===== src/rtl/moore_seq_det_param.sv =====
// Moore serial sequence detector with a runtime-loadable pattern (1..MAX_LEN bits) and overlap/non-overlap modes.
// Define MOORE_SEQ_DET_CNT_EN to build in the saturating match counter (match_cnt, cnt_sat, cnt_clr).
module moore_seq_det_param #(
    parameter int                 MAX_LEN = 8,
    parameter logic [MAX_LEN-1:0] DEF_PAT = MAX_LEN'(8'b0000_1010),
    parameter int                 DEF_LEN = 4,
    parameter int                 CNT_W   = 8,
    parameter int                 LW      = $clog2(MAX_LEN + 1)
) (
    input  logic               clk,
    input  logic               reset,
    input  logic               din,
    input  logic               din_valid,
    input  logic               pat_load,
    input  logic [MAX_LEN-1:0] pat_in,
    input  logic [LW-1:0]      len_in,
    input  logic               ovl_in,
    input  logic               cnt_clr,
    output logic               y,
    output logic [CNT_W-1:0]   match_cnt,
    output logic               cnt_sat
);

    typedef enum logic [1:0] {
        FILL  = 2'd0,
        ARMED = 2'd1,
        MATCH = 2'd2
    } state_t;

    state_t             state_reg, state_next;
    logic [MAX_LEN-1:0] pat_reg, pat_next;
    logic [LW-1:0]      len_reg, len_next;
    logic               ovl_reg, ovl_next;
    logic [MAX_LEN-1:0] hist_reg, hist_next;
    logic [LW-1:0]      fill_reg, fill_next;

    logic [MAX_LEN-1:0] hist_acc;
    logic [MAX_LEN-1:0] len_mask;
    logic [LW-1:0]      fill_inc;
    logic [LW-1:0]      len_clamped;
    logic               pat_eq;
    logic               hit;
    logic               match_entry;

    // Only the low len bits of the history take part in the compare.
    generate
        for (genvar gi = 0; gi < MAX_LEN; gi++) begin : g_mask
            assign len_mask[gi] = (len_reg > LW'(gi));
        end
    endgenerate

    assign hist_acc    = {hist_reg[MAX_LEN-2:0], din};
    assign fill_inc    = (fill_reg >= len_reg) ? len_reg : fill_reg + LW'(1);
    assign pat_eq      = (((hist_acc ^ pat_reg) & len_mask) == '0);
    assign hit         = (fill_inc == len_reg) && pat_eq;
    assign match_entry = !pat_load && din_valid && hit;

    always_comb begin
        len_clamped = len_in;
        if (len_in == '0)
            len_clamped = LW'(1);
        else if (len_in > LW'(MAX_LEN))
            len_clamped = LW'(MAX_LEN);
    end

    always_comb begin
        state_next = state_reg;
        pat_next   = pat_reg;
        len_next   = len_reg;
        ovl_next   = ovl_reg;
        hist_next  = hist_reg;
        fill_next  = fill_reg;
        if (pat_load) begin
            pat_next   = pat_in;
            len_next   = len_clamped;
            ovl_next   = ovl_in;
            hist_next  = '0;
            fill_next  = '0;
            state_next = FILL;
        end else if (din_valid) begin
            hist_next = hist_acc;
            fill_next = fill_inc;
            if (hit) begin
                state_next = MATCH;
                // Non-overlapping mode demands len fresh bits before the next hit.
                if (!ovl_reg)
                    fill_next = '0;
            end else if (fill_inc == len_reg) begin
                state_next = ARMED;
            end else begin
                state_next = FILL;
            end
        end
    end

    always_ff @(posedge clk or negedge reset) begin
        if (!reset) begin
            state_reg <= FILL;
            pat_reg   <= DEF_PAT;
            len_reg   <= LW'(DEF_LEN);
            ovl_reg   <= 1'b1;
            hist_reg  <= '0;
            fill_reg  <= '0;
        end else begin
            state_reg <= state_next;
            pat_reg   <= pat_next;
            len_reg   <= len_next;
            ovl_reg   <= ovl_next;
            hist_reg  <= hist_next;
            fill_reg  <= fill_next;
        end
    end

    assign y = (state_reg == MATCH);

`ifdef MOORE_SEQ_DET_CNT_EN
    logic [CNT_W-1:0] cnt_reg, cnt_next;
    logic             unused_bits;

    // Clear beats a simultaneous MATCH entry; the count sticks at all ones.
    always_comb begin
        cnt_next = cnt_reg;
        if (cnt_clr)
            cnt_next = '0;
        else if (match_entry && !(&cnt_reg))
            cnt_next = cnt_reg + CNT_W'(1);
    end

    always_ff @(posedge clk or negedge reset) begin
        if (!reset)
            cnt_reg <= '0;
        else
            cnt_reg <= cnt_next;
    end

    assign match_cnt   = cnt_reg;
    assign cnt_sat     = &cnt_reg;
    assign unused_bits = hist_reg[MAX_LEN-1];
`else
    logic [2:0] unused_bits;

    assign match_cnt   = '0;
    assign cnt_sat     = 1'b0;
    assign unused_bits = {hist_reg[MAX_LEN-1], cnt_clr, match_entry};
`endif

endmodule

===== config.mk =====
export PLATFORM = sky130hd
export DESIGN_NAME = moore_seq_det_param
export DESIGN_NICKNAME = d
export VERILOG_FILES = /design/src/rtl/moore_seq_det_param.sv
export SDC_FILE = /design/constraint.sdc
export NUM_CORES = 1
export LEC_CHECK = 0
export CORE_MARGIN = 2
export CORE_UTILIZATION = 35
export DETAILED_ROUTE_END_ITERATION = 8
export SETUP_SLACK_MARGIN = 0.1
export SYNTH_ARGS = -nofsm -noshare
export SYNTH_HDL_FRONTEND = slang
export SYNTH_SLANG_ARGS = --single-unit

===== constraint.sdc =====
create_clock -name clk -period 2.9 [get_ports clk]
set_input_delay 0.435 -clock clk [delete_from_list [all_inputs] [get_ports clk]]
set_output_delay 0.435 -clock clk [all_outputs]
set_load 0.02 [all_outputs]

==> results.py <==
metrics = {
    "floorplan": {
        "dieArea_sq_um": 5200,
        "start_util": 0.368,
        "rows": 24,
        "core-area_sq_um": 4410,
        "io_pins": 29,
        "die_w_um": 72.1,
        "die_h_um": 72.1,
    },
    "placement": {
        "placed_cells": 226,
        "portBuffers": 18,
        "gp_congestion": 0.881,
        "dp_hpwl_mm": 2.41,
        "dpl_cell_area_sq_um": 1820,
    },
    "setup_path": {
        "reg2reg_depth": 7,
        "critPathLaunch": "len_reg[2]$_DFFE_PN1P_",
        "arrival_ps": 2510,
        "r2r_end": "fill_reg[0]$_DFFE_PN0P_",
        "endpoint_kind": "register",
        "reg2reg_from": "len_reg[2]$_DFFE_PN1P_",
        "required_ps": 3070,
        "crit_fanout": 8,
        "startpoint_type": "register",
        "r2r_slack_ps": 570,
        "critPathKind": "reg2reg",
        "crit_end": "fill_reg[0]$_DFFE_PN0P_",
    },
    "grt": {
        "grt_pass1_vias": 1228,
        "antenna_found_initial": 0,
        "track_usage": 0.134,
        "grt.overflow.total": 0,
        "grt_max_degree": 27,
        "grt_first_pass_wirelength_mm": 5.52,
    },
    "detailed_routing": {
        "dr.first_iter.drc_count": 68,
        "antenna_left": 0,
        "drtPass1Iterations": 4,
        "num_vias": 1219,
        "post-route-drc-count": 0,
        "wl_per_cell_um": 14.1,
        "wirelength_mm": 3.24,
        "drt-vias-per-instance": 5.30,
    },
    "timing": {
        "layout_min_cycle_time_ps": 2330,
        "setup_tns_ps": 0,
        "report.final.hold_viol_count": 0,
        "finClkSkew_ps": 4.38,
        "drv_slew": 0,
        "clock.fmax_mhz": 429,
        "finalSetupViolCount": 0,
        "rsz0062_at_grt": "false",
        "period_share": 0.804,
        "slew_headroom": 0.605,
        "tightestPinTransition_ps": 593,
    },
    "logic_synthesis": {
        "synthFlopType": "dfrtp_1",
        "syn_area_per_cell_sq_um": 10.1,
        "synth_area_leaders": "dfrtp_1 34%, dfstp_2 6.5%, mux2_2 5.5%, xor2_1 4.8%, buf_4 4.6%",
        "yosysSeqAreaShare": 0.403,
        "ys_ff_latch": 26,
        "synth-edff-count": 0,
        "netlist_area_sq_um": 1630,
        "synth_common_cells": "22 x dfrtp_1, 13 x nor2_1, 12 x nand2_1",
        "synth_top_area_frac": 0.339,
        "synth_most_common_cell": "dfrtp_1",
        "ys_warn_count": 0,
        "synth_cell_types": 46,
        "yosys.area.top_type": "dfrtp_1",
        "syn_inst": 161,
        "synth-async-reset-ratio": 1.00,
    },
    "layout": {
        "syn_to_final_growth_pct": 16.3,
        "diodes": 0,
        "largest_reg_flops": 8,
        "drive_gt1_frac": 0.135,
        "fin_cells": 230,
        "layout.nets": 203,
        "design_area_sq_um": 1890,
    },
    "cts": {
        "path_clk_slew_ps": 90,
        "cts_sinks": 26,
        "cts.htree.levels": 1,
        "cts_tree": "built",
        "cts_root_buf": "clkbuf_8",
        "ctsHoldBuffers": 0,
        "clock_latency_ps": 270,
        "cts_setup_buffers": 0,
        "ctsLongestPathBuffers": 2,
        "ctsResizeCount": 0,
        "cts_made_buffers": 3,
    },
    "job": {
        "drv_cap": 0,
    },
    "pwr": {
        "p_leak_nw": 0.840,
        "p_per_area_nw_per_um2": 639,
        "vdd_drop_max_uv": 459,
    },
    "min_path": {
        "hp-class": "in2async",
    },
    "outcome": {
        "status": "finished clean",
    },
}
layout by cell type (no fill, tap or decap), types with 2 or more instances in the layout:
| master | netlist | final |
|---|---|---|
| nand2_1 | 12 | 12 |
| mux2i_1 | 7 | 7 |
| o311ai_1 | 2 | 2 |
| ha_1 | 5 | 5 |
| inv_1 | 5 | 5 |
| nand3b_1 | 3 | 3 |
| mux2_2 | 8 | 8 |
| o31ai_1 | 3 | 3 |
| o21bai_1 | 2 | 2 |
| and3_1 | 3 | 3 |
| buf_4 | 10 | 4 |
| xor2_1 | 9 | 9 |
| xnor2_1 | 5 | 5 |
| nor2b_1 | 3 | 3 |
| clkbuf_8 | 0 | 3 |
| nor2_1 | 13 | 13 |
| dfrtp_1 | 22 | 22 |
| dfstp_2 | 4 | 4 |
| o211ai_1 | 3 | 3 |
| o21ai_0 | 7 | 7 |
| a21o_1 | 2 | 2 |
| clkdlybuf4s50_1 | 0 | 18 |
| nor3b_1 | 2 | 2 |
| conb_1 | 1 | 9 |
| a21oi_1 | 5 | 5 |
routing by layer:
metal | vias up | part of all wire | global-route usage
li1 | 592 | - | -
met1 | 602 | 0.45 | 0.162
met2 | 23 | 0.50 | 0.241
met3 | 2 | 0.044 | 0.0333
met4 | 0 | 0.0043 | 0.0252
met5 | - | 0 | 0
cell type report:
type / count / area, sq um
clock buffers: 3 / 41.3
fillers: 430 / 2520
multi-input cells: 121 / 870
inverters: 5 / 18.8
clock inverters: 1 / 30.0
well taps: 52 / 65.1
repair buffers: 22 / 210
flip-flops and latches: 26 / 656
through the flow:
| stage | worst slack [ps] | total power [mW] | util | hold slack, ps |
|---|---|---|---|---|
| floorplan | 852 | 0.815 | - | 139 |
| global placement | 664 | 0.901 | 0.412 | 514 |
| detailed placement | 621 | 0.911 | 0.412 | 520 |
| CTS | 603 | 1.22 | 0.428 | 537 |
| global route | 388 | 1.29 | 0.428 | 542 |
| finish | 569 | 1.21 | 0.428 | 520 |
worst min path at each step:
stage,endpoint,start,depth (start not counted)
floorplan,fill_reg[0]$_DFFE_PN0P_,reset,0
global placement,pat_reg[6]$_DFFE_PN0P_,pat_reg[6]$_DFFE_PN0P_,1
detailed placement,pat_reg[4]$_DFFE_PN0P_,pat_reg[4]$_DFFE_PN0P_,1
CTS,fill_reg[0]$_DFFE_PN0P_,reset,2
global route,len_reg[3]$_DFFE_PN0P_,reset,2
finish,len_reg[0]$_DFFE_PN0P_,reset,2
kinds of logic after synthesis:
logic type | Yosys count | share of synthesized area
buffers and inverters | 22 | 0.0801
adders and majority gates | 5 | 0.0385
xor gates and xnor gates | 14 | 0.0754
and+or+nand+nor | 43 | 0.134
muxes | 15 | 0.0985
DFF | 26 | 0.403
other | 1 | 0.00231
AOI/OAI and AO/OA | 35 | 0.168
critical path, cell delays in order (launching register included):
cell      delay [ps]
dfstp_2          570
inv_1             80
ha_1             310
a21o_1           170
a21oi_1          500
and3_1           260
o21ai_0           90
o311ai_1         240
report_power, final:
part / internal, mW / total [mW] / switching [mW]
clock network: 0.185 / 0.303 / 0.119
logic: 0.202 / 0.434 / 0.232
registers: 0.413 / 0.472 / 0.0589
total: 0.800 / 1.21 / 0.409
Power figures use the tool's default switching activity.
